==> src/rtl/morse_number_receiver.sv <==
// Morse number receiver: times key presses into dots/dashes, collects up to
// five symbols per character, and decodes the character after a release gap.
//
// Ports:
//   clk        rising-edge clock
//   rst        synchronous active-low reset (priority over everything)
//   key        debounced Morse key, 1 = pressed
//   abort      synchronous cancel of the character in progress
//   number     last decoded value 0x0-0xF, held between valid pulses
//   valid      one-cycle pulse, number updated
//   error      one-cycle pulse, unrecognised or overlong pattern
//   busy       high when the receiver is not idle
//   sym_count  symbols captured in the current character, 0-5
module morse_number_receiver #(
    parameter int unsigned DOT_MAX   = 8,
    parameter int unsigned MIN_PRESS = 2,
    parameter int unsigned GAP_LEN   = 16,
    parameter int unsigned CNT_W     = 8
) (
    input  logic       clk,
    input  logic       rst,
    input  logic       key,
    input  logic       abort,
    output logic [3:0] number,
    output logic       valid,
    output logic       error,
    output logic       busy,
    output logic [2:0] sym_count
);

    localparam int unsigned SYM_W   = 5;
    localparam int unsigned SCNT_W  = 3;

    typedef enum logic [1:0] {
        S_IDLE,
        S_PRESS,
        S_GAP,
        S_DECODE
    } state_t;

    state_t              state_q,     state_d;
    logic [CNT_W-1:0]    press_cnt_q, press_cnt_d;
    logic [CNT_W-1:0]    gap_cnt_q,   gap_cnt_d;
    logic [SYM_W-1:0]    sym_q,       sym_d;
    logic [SCNT_W-1:0]   sym_count_q, sym_count_d;
    logic                ovf_q,       ovf_d;
    logic [3:0]          number_q,    number_d;
    logic                valid_q,     valid_d;
    logic                error_q,     error_d;
    logic                busy_q,      busy_d;
    logic [4:0]          dec_c;

    // Pattern lookup: bit 4 = recognised, bits 3:0 = value. Symbols sit in
    // the low bits with the first symbol most significant (dot = 0, dash = 1).
    function automatic logic [4:0] decode_fn(input logic [SCNT_W-1:0] len,
                                             input logic [SYM_W-1:0]  s);
        logic [4:0] r;
        r = 5'h00;
        case (len)
            3'd1: if (s[0] == 1'b0) r = 5'h1E;
            3'd2: if (s[1:0] == 2'b01) r = 5'h1A;
            3'd3: if (s[2:0] == 3'b100) r = 5'h1D;
            3'd4: begin
                case (s[3:0])
                    4'b1000: r = 5'h1B;
                    4'b1010: r = 5'h1C;
                    4'b0010: r = 5'h1F;
                    default: r = 5'h00;
                endcase
            end
            3'd5: begin
                case (s)
                    5'b11111: r = 5'h10;
                    5'b01111: r = 5'h11;
                    5'b00111: r = 5'h12;
                    5'b00011: r = 5'h13;
                    5'b00001: r = 5'h14;
                    5'b00000: r = 5'h15;
                    5'b10000: r = 5'h16;
                    5'b11000: r = 5'h17;
                    5'b11100: r = 5'h18;
                    5'b11110: r = 5'h19;
                    default:  r = 5'h00;
                endcase
            end
            default: r = 5'h00;
        endcase
        return r;
    endfunction

    assign dec_c = decode_fn(sym_count_q, sym_q);

    // Next-state and registered-output logic.
    always_comb begin
        state_d     = state_q;
        press_cnt_d = press_cnt_q;
        gap_cnt_d   = gap_cnt_q;
        sym_d       = sym_q;
        sym_count_d = sym_count_q;
        ovf_d       = ovf_q;
        number_d    = number_q;
        valid_d     = 1'b0;
        error_d     = 1'b0;

        case (state_q)
            S_IDLE: begin
                if (key) begin
                    state_d     = S_PRESS;
                    press_cnt_d = CNT_W'(1);
                end
            end
            S_PRESS: begin
                if (key) begin
                    if (press_cnt_q != {CNT_W{1'b1}}) begin
                        press_cnt_d = press_cnt_q + CNT_W'(1);
                    end
                end else if (press_cnt_q < CNT_W'(MIN_PRESS)) begin
                    // Glitch: symbol state untouched; restart the gap only
                    // if a character is already under way.
                    gap_cnt_d = '0;
                    state_d   = (sym_count_q != '0) ? S_GAP : S_IDLE;
                end else begin
                    gap_cnt_d = '0;
                    state_d   = S_GAP;
                    if (sym_count_q == SCNT_W'(SYM_W)) begin
                        ovf_d = 1'b1;
                    end else begin
                        sym_d       = {sym_q[SYM_W-2:0],
                                       (press_cnt_q > CNT_W'(DOT_MAX))};
                        sym_count_d = sym_count_q + SCNT_W'(1);
                    end
                end
            end
            S_GAP: begin
                if (key) begin
                    state_d     = S_PRESS;
                    press_cnt_d = CNT_W'(1);
                end else begin
                    gap_cnt_d = gap_cnt_q + CNT_W'(1);
                    if (gap_cnt_q == CNT_W'(GAP_LEN - 1)) begin
                        state_d = S_DECODE;
                    end
                end
            end
            S_DECODE: begin
                if (dec_c[4] && !ovf_q) begin
                    valid_d  = 1'b1;
                    number_d = dec_c[3:0];
                end else begin
                    error_d = 1'b1;
                end
                sym_d       = '0;
                sym_count_d = '0;
                ovf_d       = 1'b0;
                press_cnt_d = '0;
                gap_cnt_d   = '0;
                state_d     = S_IDLE;
            end
            default: state_d = S_IDLE;
        endcase

        // Abort discards the character silently; number is kept.
        if (abort) begin
            state_d     = S_IDLE;
            press_cnt_d = '0;
            gap_cnt_d   = '0;
            sym_d       = '0;
            sym_count_d = '0;
            ovf_d       = 1'b0;
            number_d    = number_q;
            valid_d     = 1'b0;
            error_d     = 1'b0;
        end

        busy_d = (state_d != S_IDLE);
    end

    // State and output registers.
    always_ff @(posedge clk) begin
        if (!rst) begin
            state_q     <= S_IDLE;
            press_cnt_q <= '0;
            gap_cnt_q   <= '0;
            sym_q       <= '0;
            sym_count_q <= '0;
            ovf_q       <= 1'b0;
            number_q    <= '0;
            valid_q     <= 1'b0;
            error_q     <= 1'b0;
            busy_q      <= 1'b0;
        end else begin
            state_q     <= state_d;
            press_cnt_q <= press_cnt_d;
            gap_cnt_q   <= gap_cnt_d;
            sym_q       <= sym_d;
            sym_count_q <= sym_count_d;
            ovf_q       <= ovf_d;
            number_q    <= number_d;
            valid_q     <= valid_d;
            error_q     <= error_d;
            busy_q      <= busy_d;
        end
    end

    assign number    = number_q;
    assign valid     = valid_q;
    assign error     = error_q;
    assign busy      = busy_q;
    assign sym_count = sym_count_q;

endmodule

==> config.mk <==
export PLATFORM = sky130hd
export DESIGN_NAME = morse_number_receiver
export DESIGN_NICKNAME = d
export VERILOG_FILES = /design/src/rtl/morse_number_receiver.sv
export SDC_FILE = /design/constraint.sdc
export NUM_CORES = 1
export LEC_CHECK = 0
export BUFFER_PORTS_ARGS = -buffer_cell sky130_fd_sc_hd__buf_4
export CORE_AREA = 2 2 68 83
export CTS_CLUSTER_DIAMETER = 50
export DETAILED_ROUTE_END_ITERATION = 8
export DIE_AREA = 0 0 70 85
export HOLD_SLACK_MARGIN = 0.05
export MAX_ROUTING_LAYER = met4
export PLACE_DENSITY = 0.65
export SLEW_MARGIN = 10
export SYNTH_ARGS = -nofsm -noshare
export SYNTH_HDL_FRONTEND = slang
export SYNTH_SLANG_ARGS = --single-unit
==> constraint.sdc <==
create_clock -name clk -period 4.82 [get_ports clk]
set_input_delay 0 -clock clk [delete_from_list [all_inputs] [get_ports clk]]
set_output_delay 0 -clock clk [all_outputs]
set_load 0.005 [all_outputs]
==> results of run 1 <==
==> report_power, final <==
group	switching (mW)	internal, mW	total, mW
Clock	0.117	0.168	0.285
Combinational	0.0115	0.00725	0.0187
Sequential	0.00159	0.323	0.325
==> final timing paths <==
kind	from	end	slack, ns	depth (start not counted)
setup / recovery	sym_count[1]$_SDFFE_PP0N_	flop	1.96	9
hold / removal	number[3]$_SDFFE_PN0P_	number[3]$_SDFFE_PN0P_	0.47	2
setup reg to reg	sym_count[1]$_SDFFE_PP0N_	flop	1.96	9
hold reg to reg	number[3]$_SDFFE_PN0P_	number[3]$_SDFFE_PN0P_	0.47	2
==> area by class of cell <==
| cell class | count | area [µm²] | area share [%] |
|---|---|---|---|
| clock inverter | 2 | 35.0 | 1.44 |
| timing repair buffer | 16 | 128 | 5.26 |
| inverter | 7 | 26.3 | 1.08 |
| multi-input combinational | 190 | 1300 | 53.5 |
| sequential | 39 | 781 | 32.1 |
| clock buffer | 6 | 82.6 | 3.40 |
| tap | 62 | 77.6 | 3.19 |
==> logic make-up (layout without fill, tap and decap cells) <==
kind of cell | count (synthesis) | after routing
compound gates | 53 | 53
simple gates | 104 | 104
fa+ha+maj | 10 | 10
xor+xnor | 13 | 13
mux | 10 | 10
flops | 39 | 39
buf+inv | 19 | 31
==> worst min-delay path: cells and delay by family, from the launching register on <==
family | cells | cell delay (ns)
flip-flops | 1 | 0.31
AND/OR/NAND/NOR | 1 | 0.06
AO/OA/AOI/OAI | 1 | 0.05
==> routing by layer <==
metal / vias to the layer above / share of wire [%] / global-route usage, %
li1: 897 / - / -
met1: 829 / 46 / 20.5
met2: 27 / 48 / 26.8
met3: 12 / 2.9 / 3.68
met4: 0 / 3.0 / 9.44
met5: - / 0 / -
==> placed cells by master (no fill, tap or decap), types with 8 or more instances in the layout <==
cell / instances
ha_1: 10
buf_4: 13
dfxtp_1: 39
mux2i_1: 8
a21oi_1: 18
xor2_1: 8
nand2b_1: 9
nand2_1: 18
nor2_1: 31
==> repair_timing <==
action,CTS,global route
hold buffers,3,0
buffers inserted,0,0
endpoints found under the hold margin,6,0
==> results.yml, run 1 <==
synth:
  synth.net_count: 262
  synth_top_family_by_area: "simple AND/OR/NAND/NOR gates"
  synth_fa_ha_area_share_pct: 5.75
  synth_edf_count: 0
  syn_inst: 248
  syn_avg_cell_area_um2: 8.77
  yosysMostFrequentCell: "dfxtp_1"
  synthFlopType: "dfxtp_1"
  synthTopCellsByCount: "dfxtp_1, nor2_1, a21oi_1, nand2_1, ha_1"
  yosys_warnings: 0
  muxShareOfSynthArea_pct: 4.89
  synth-xor-area-share_pct: 5.23
  synth_compound_area_share_pct: 17.3
  ys_seq_area_share_pct: 35.9
  synthesis.area_um2: 2180
  yosysTopAreaCellShare_pct: 35.9
  yosysTopAreaCell: "dfxtp_1"
  async_flop_share_pct: 0
  ys_top_cells_by_area: "dfxtp_1, ha_1, nor2_1"
  synth_simple_gate_area_share_pct: 26.6
  synth_seq_cells: 39
  ys_types: 57
grt:
  grtUsageTotal_pct: 17.1
  grt_max_degree: 15
  antenna_found_initial: 0
  grt_overflow: 0
  grt_pass1_wl_mm: 7.94
  grt_pass1_vias: 1754
timing:
  finalClockSkew_ns: 0.0104
  setup_violations: 0
  tns_ns: 0
  timing.final.ws_setup_ns: 1.96
  final_max_slew_viol_count: 0
  fin_worst_hold_slack_ns: 0.471
  slew_headroom_pct: 50.0
  period_needed_ns: 2.86
  fmax_ghz: 0.350
  timing_hold_violations_final: 0
  worst_pin_slew_ns: 0.748
  period_share_pct: 59.3
  rsz0062_at_grt: "false"
floorplanning:
  initial_core_util_pct: 42.2
  core_um2: 5150
  io_pins: 14
  chipWidth_um: 70
  dieHeight_um: 85
  die-area_um2: 5950
  std_cell_rows: 29
run_status:
  status: "complete, no violations"
final_layout:
  fin_area_um2: 2430
  area_growth_pct: 11.6
  final_cells: 322
  drive_above_1_share_pct: 13.1
  post-route-util_pct: 47.1
  fill_cells: 515
  diodes: 0
  nets: 273
critical_path:
  crit_path_top_delay_cell: "a2111oi_1"
  critical_path_arrival_ns: 3.03
  crit_required_ns: 4.99
  path_cells: "inv_1, ha_1, and2_4, a2111oi_1, a211oi_2, ha_1, and4_1, a31oi_1, o221ai_2"
  cpMostUsedCell: "ha_1"
  max_stage_delay_ns: 0.67
  start_kind: "flop"
  worstPathBufferInverterCount: 1
  path_delay_family: "compound AO/OA/AOI/OAI gates"
  crit_path_end_kind: "flop"
  crit_fanout: 11
  worst-setup-path-type: "reg -> reg"
clocking:
  cts_resized: 0
  cts_tree: "built"
  cts_made_buffers: 5
  root_buffer: "clkbuf_8"
  clk_pin_slew_ns: 0.08
  insertion_delay_ns: 0.30
  cts_max_level: 2
  clock_sinks: 39
  cts_buffer_depth: 2
route:
  drtPass1Iterations: 4
  drtIter0Drc: 72
  wirelength_mm: 4.56
  via_per_inst: 5.48
  wl_per_cell_um: 14.1
  ant_nets: 0
  via_count: 1765
  drc: 0
placed_design:
  place_area_um2: 2280
  dp_cells: 311
  pre_cts_slack_ns: 2.07
  dp_hpwl_mm: 3.33
  gp_congestion: 0.843
  portBuffers: 13
flow_run:
  cap_violations: 0
pwr:
  peakVddDrop_v: 0.000154
  p_leak_nw: 0.854
  p_total_mw: 0.628
  p_per_area_nw_per_um2: 259
min_path:
  hold_path_class: "reg -> reg"
No activity file was read; power rests on OpenSTA's default activity.
==> run 2: changes to the inputs <==
- clock period: 4.82 -> 2.85 ns (I/O delays scaled with it)
==> run 2 against run 1 <==
  * Combinational power increased by 76%
  * Power increased by 69%
  * Worst setup slack got worse by 1.7 ns
  * Worst hold slack improved by 0.0035 ns
  * Sequential power increased by 69%
  * Sequential share of layout area decreased by 0.79 points
  * Design area increased by 2.7%
==> results.yml, run 2 (synthesis gave the netlist of run 1 again) <==
timing:
  period_share_pct: 90.5
  period_needed_ns: 2.58
  worst_pin_slew_ns: 0.667
  rsz0062_at_grt: "false"
  setup_violations: 0
  finalClockSkew_ns: 0.00312
  slew_headroom_pct: 55.4
  final_max_slew_viol_count: 0
  tns_ns: 0
  fmax_ghz: 0.388
  timing_hold_violations_final: 0
grt:
  grt_pass1_vias: 1700
  grt_max_degree: 13
  grt_pass1_wl_mm: 7.80
  grt_overflow: 0
  grtUsageTotal_pct: 16.8
  antenna_found_initial: 0
route:
  wirelength_mm: 4.49
  via_per_inst: 5.27
  wl_per_cell_um: 13.7
  drc: 0
  ant_nets: 0
  drtPass1Iterations: 4
  via_count: 1730
  drtIter0Drc: 81
critical_path:
  critical_path_arrival_ns: 2.75
  crit_required_ns: 3.02
  max_stage_delay_ns: 0.42
  crit_path_end_kind: "flop"
  path_cells: "inv_1, ha_1, and2_4, a211o_1, buf_4, mux2_4, and4_1, a31oi_1, o221ai_2"
  crit_path_top_delay_cell: "dfxtp_2"
  crit_fanout: 11
  worst-setup-path-type: "reg -> reg"
  start_kind: "flop"
  reg2reg_depth: 9
floorplanning:
  dieHeight_um: 85
  die-area_um2: 5950
  initial_core_util_pct: 42.2
  core_um2: 5150
  chipWidth_um: 70
  std_cell_rows: 29
  io_pins: 14
pwr:
  p_leak_nw: 0.885
  p_per_area_nw_per_um2: 425
  peakVddDrop_v: 0.000286
  p_total_mw: 1.06
flow_run:
  cap_violations: 0
run_status:
  status: "complete, no violations"
clocking:
  cts_tree: "built"
  cts_made_buffers: 5
  insertion_delay_ns: 0.29
  cts_max_level: 2
  clock_sinks: 39
  root_buffer: "clkbuf_8"
  clk_pin_slew_ns: 0.08
  cts_buffer_depth: 2
final_layout:
  drive_above_1_share_pct: 15.4
  most-common-layout-cells: "dfxtp_1, nor2_1, buf_4, nand2_1, a21oi_1"
  nets: 279
  diodes: 0
  layout_commonest_cell: "dfxtp_1"
  area_growth_pct: 14.6
min_path:
  hold_path_class: "reg -> reg"
  worstHoldPathCells: 2
placed_design:
  gp_congestion: 0.858
  portBuffers: 13
  dp_hpwl_mm: 3.35
[run 2: layout make-up]
cell class	instances	area [µm²]
Fill cell	501	2660
Multi-Input combinational cell	190	1320
Sequential cell	39	782
Timing Repair Buffer	22	173
Clock buffer	6	82.6
Tap cell	62	77.6
Clock inverter	2	35.0
Inverter	7	26.3
[run 2: worst max-delay path, delay by kind of cell, from the launching register on]
family	cells	cell delay (ns)
compound gates	3	0.73
simple gates	2	0.44
flops	1	0.42
mux	1	0.31
buf+inv	2	0.30
fa+ha+maj	1	0.25
[run 2: final timing paths]
check	startpoint	to	slack [ns]
min	number[3]$_SDFFE_PN0P_	number[3]$_SDFFE_PN0P_	0.47
max reg2reg	sym_count[1]$_SDFFE_PP0N_	flop	0.27
max	sym_count[1]$_SDFFE_PP0N_	flop	0.27
min reg2reg	number[3]$_SDFFE_PN0P_	number[3]$_SDFFE_PN0P_	0.47
[run 2: layer usage]
layer	wire (µm)	up-vias	global-route usage, %
li1	-	907	-
met2	2250	22	27.2
met1	2080	794	20.7
met4	60	0	6.12
met5	0	-	-
met3	102	7	3.80
[run 2: where the power goes]
group          internal [mW]  switching [mW]  total, mW
Combinational         0.0132          0.0198     0.0329
Sequential             0.546         0.00263      0.549
Clock                  0.283           0.195      0.478
Total                  0.843           0.217       1.06
[run 2: timing repair]
item                       in CTS  in global routing
hold buffers                    3                  0
gates resized for setup         0                  3
setup endpoints to repair       0                  1
hold endpoints to repair        6                  0
buffers inserted                0                  0
[run 2: through the flow]
stage | hold slack, ns | setup WS, ns | cell area, µm² | cells | utilization (%)
floorplan | 0.0874 | 0.290 | 2180 | 248 | -
global placement | 0.249 | 0.300 | 2330 | 317 | 45.1
detailed placement | 0.244 | 0.173 | 2330 | 317 | 45.1
CTS | 0.480 | 0.166 | 2470 | 328 | 48.0
global route | 0.500 | 0.127 | 2490 | 328 | 48.4
finish | 0.475 | 0.270 | 2490 | 328 | 48.4
==> run 3: changes to the inputs <==
- HOLD_SLACK_MARGIN: 0.05 -> not set
- PLACE_DENSITY: 0.65 -> not set
==> run 3 against run 2 <==
  * Sequential share of layout area is 0.40 points higher
  * Design area is 1.4% lower
  * Maximum frequency is 6.2% higher
  * Clock power is 2% lower
  * Power is 1.1% lower
  * Count of clock-buffer cells in the layout is 1 lower
  * Worst setup slack better by 0.15 ns
  * Highest routed layer unchanged
==> results.yml, run 3 (synthesis gave the netlist of run 1 again) <==
critical_path:
  worst-setup-path-type: "reg -> reg"
  reg2reg_depth: 9
  crit_path_top_delay_cell: "a221oi_2"
  path_cells: "inv_1, ha_1, and2_4, a211o_1, a221oi_2, inv_1, ha_1, a21oi_1, o221ai_2"
  max_stage_delay_ns: 0.39
  crit_fanout: 11
  start_kind: "flop"
  crit_required_ns: 3.02
  critical_path_arrival_ns: 2.60
  crit_path_end_kind: "flop"
  reg2reg_slack_ns: 0.42
  critPathLaunch: "sym_count[1]$_SDFFE_PP0N_"
  rr_startpoint: "sym_count[1]$_SDFFE_PP0N_"
flow_run:
  cap_violations: 0
clocking:
  clock_sinks: 39
  root_buffer: "clkbuf_8"
  cts_made_buffers: 5
  cts_tree: "built"
  insertion_delay_ns: 0.30
  cts_max_level: 2
  cts_buffer_depth: 2
  clk_pin_slew_ns: 0.08
  cts_resized: 0
grt:
  antenna_found_initial: 0
  grt_pass1_vias: 1705
  grt_pass1_wl_mm: 7.65
  grtUsageTotal_pct: 16.6
  grt_max_degree: 14
  grt_overflow: 0
floorplanning:
  dieHeight_um: 85
  initial_core_util_pct: 42.2
  chipWidth_um: 70
  std_cell_rows: 29
  io_pins: 14
  core_um2: 5150
  die-area_um2: 5950
timing:
  final_max_slew_viol_count: 0
  period_needed_ns: 2.43
  worst_pin_slew_ns: 0.610
  fmax_ghz: 0.412
  slew_headroom_pct: 59.2
  setup_violations: 0
  period_share_pct: 85.2
  tns_ns: 0
  finalClockSkew_ns: 0.00761
  rsz0062_at_grt: "false"
  timing_hold_violations_final: 0
final_layout:
  fin_area_um2: 2460
  area_growth_pct: 13.0
  most-common-layout-cells: "dfxtp_1, nor2_1, buf_4, nand2_1, a21oi_1"
  diodes: 0
  final_cells: 327
  post-route-util_pct: 47.7
  drive_above_1_share_pct: 15.1
  layout_commonest_cell: "dfxtp_1"
  nets: 278
placed_design:
  gp_congestion: 0.864
  portBuffers: 13
  dp_cells: 317
  place_area_um2: 2330
  dp_hpwl_mm: 3.42
min_path:
  hold_path_class: "in -> reg"
  min_to: "number[3]$_SDFFE_PN0P_"
  hp-start: "abort"
  worstHoldPathCells: 4
pwr:
  p_total_mw: 1.05
  peakVddDrop_v: 0.000205
  power_switching_share_pct: 21.8
  p_leak_nw: 0.876
  power.switching_mw: 0.229
  power.internal_mw: 0.819
  power_frac_clock_pct: 44.6
  p_seq_share_pct: 52.4
  comb_power_share_pct: 3.0
  p_per_area_nw_per_um2: 426
route:
  ant_nets: 0
  wl_per_cell_um: 13.9
  via_count: 1764
  via_per_inst: 5.39
  drtIter0Drc: 67
  drtPass1Iterations: 4
  wirelength_mm: 4.55
  drc: 0
run_status:
  status: "complete, no violations"
-- run 3: power by group through the flow --
stage	registers [mW]	clock network, mW	logic, mW
after global routing	0.549	0.509	0.0350
final	0.549	0.467	0.0315
after floorplan	0.560	0	0.0188
after CTS	0.549	0.482	0.0321
after detailed placement	0.562	0	0.0297
after global placement	0.562	0	0.0297
-- run 3: per-stage QoR --
| step | setup slack, ns | hold slack (ns) |
|---|---|---|
| after floorplan | 0.290 | 0.0874 |
| after global placement | 0.510 | 0.248 |
| after detailed placement | 0.436 | 0.250 |
| after CTS | 0.421 | 0.0379 |
| after global routing | 0.228 | 0.0341 |
| final | 0.421 | 0.0336 |
-- run 3: worst max-delay path by stage --
stage | end | cells past startpoint
CTS | flop | 9
floorplan | flop | 10
finish | flop | 9
global route | flop | 9
global placement | flop | 9
detailed placement | flop | 9
-- run 3: what timing repair did --
action                     4_1_cts  5_1_grt
setup buffers                    0        0
hold buffers                     2        0
hold endpoints to repair         6        0
setup endpoints to repair        0        0
-- run 3: final cells by class --
class | instances | area [µm²]
clock inverters | 3 | 43.8
clock buffers | 5 | 68.8
well taps | 62 | 77.6
flip-flops and latches | 39 | 781
multi-input cells | 190 | 1300
repair buffers | 21 | 163
inverters | 7 | 26.3
fillers | 522 | 2690
-- run 3: metal layers --
layer | track usage (%) | vias up | wire (µm)
li1 | - | 906 | -
met1 | 19.4 | 820 | 2110
met2 | 27.0 | 23 | 2140
met3 | 3.56 | 15 | 132
met4 | 8.22 | 0 | 166
met5 | - | - | 0
-- run 3: worst max-delay path, delay by kind of cell (launching register included) --
kind	cells	cell delay (ns)
flip-flops	1	0.33
AO/OA/AOI/OAI	4	1.04
buffers and inverters	2	0.21
adder cells (fa/ha/maj)	2	0.49
AND/OR/NAND/NOR	1	0.22
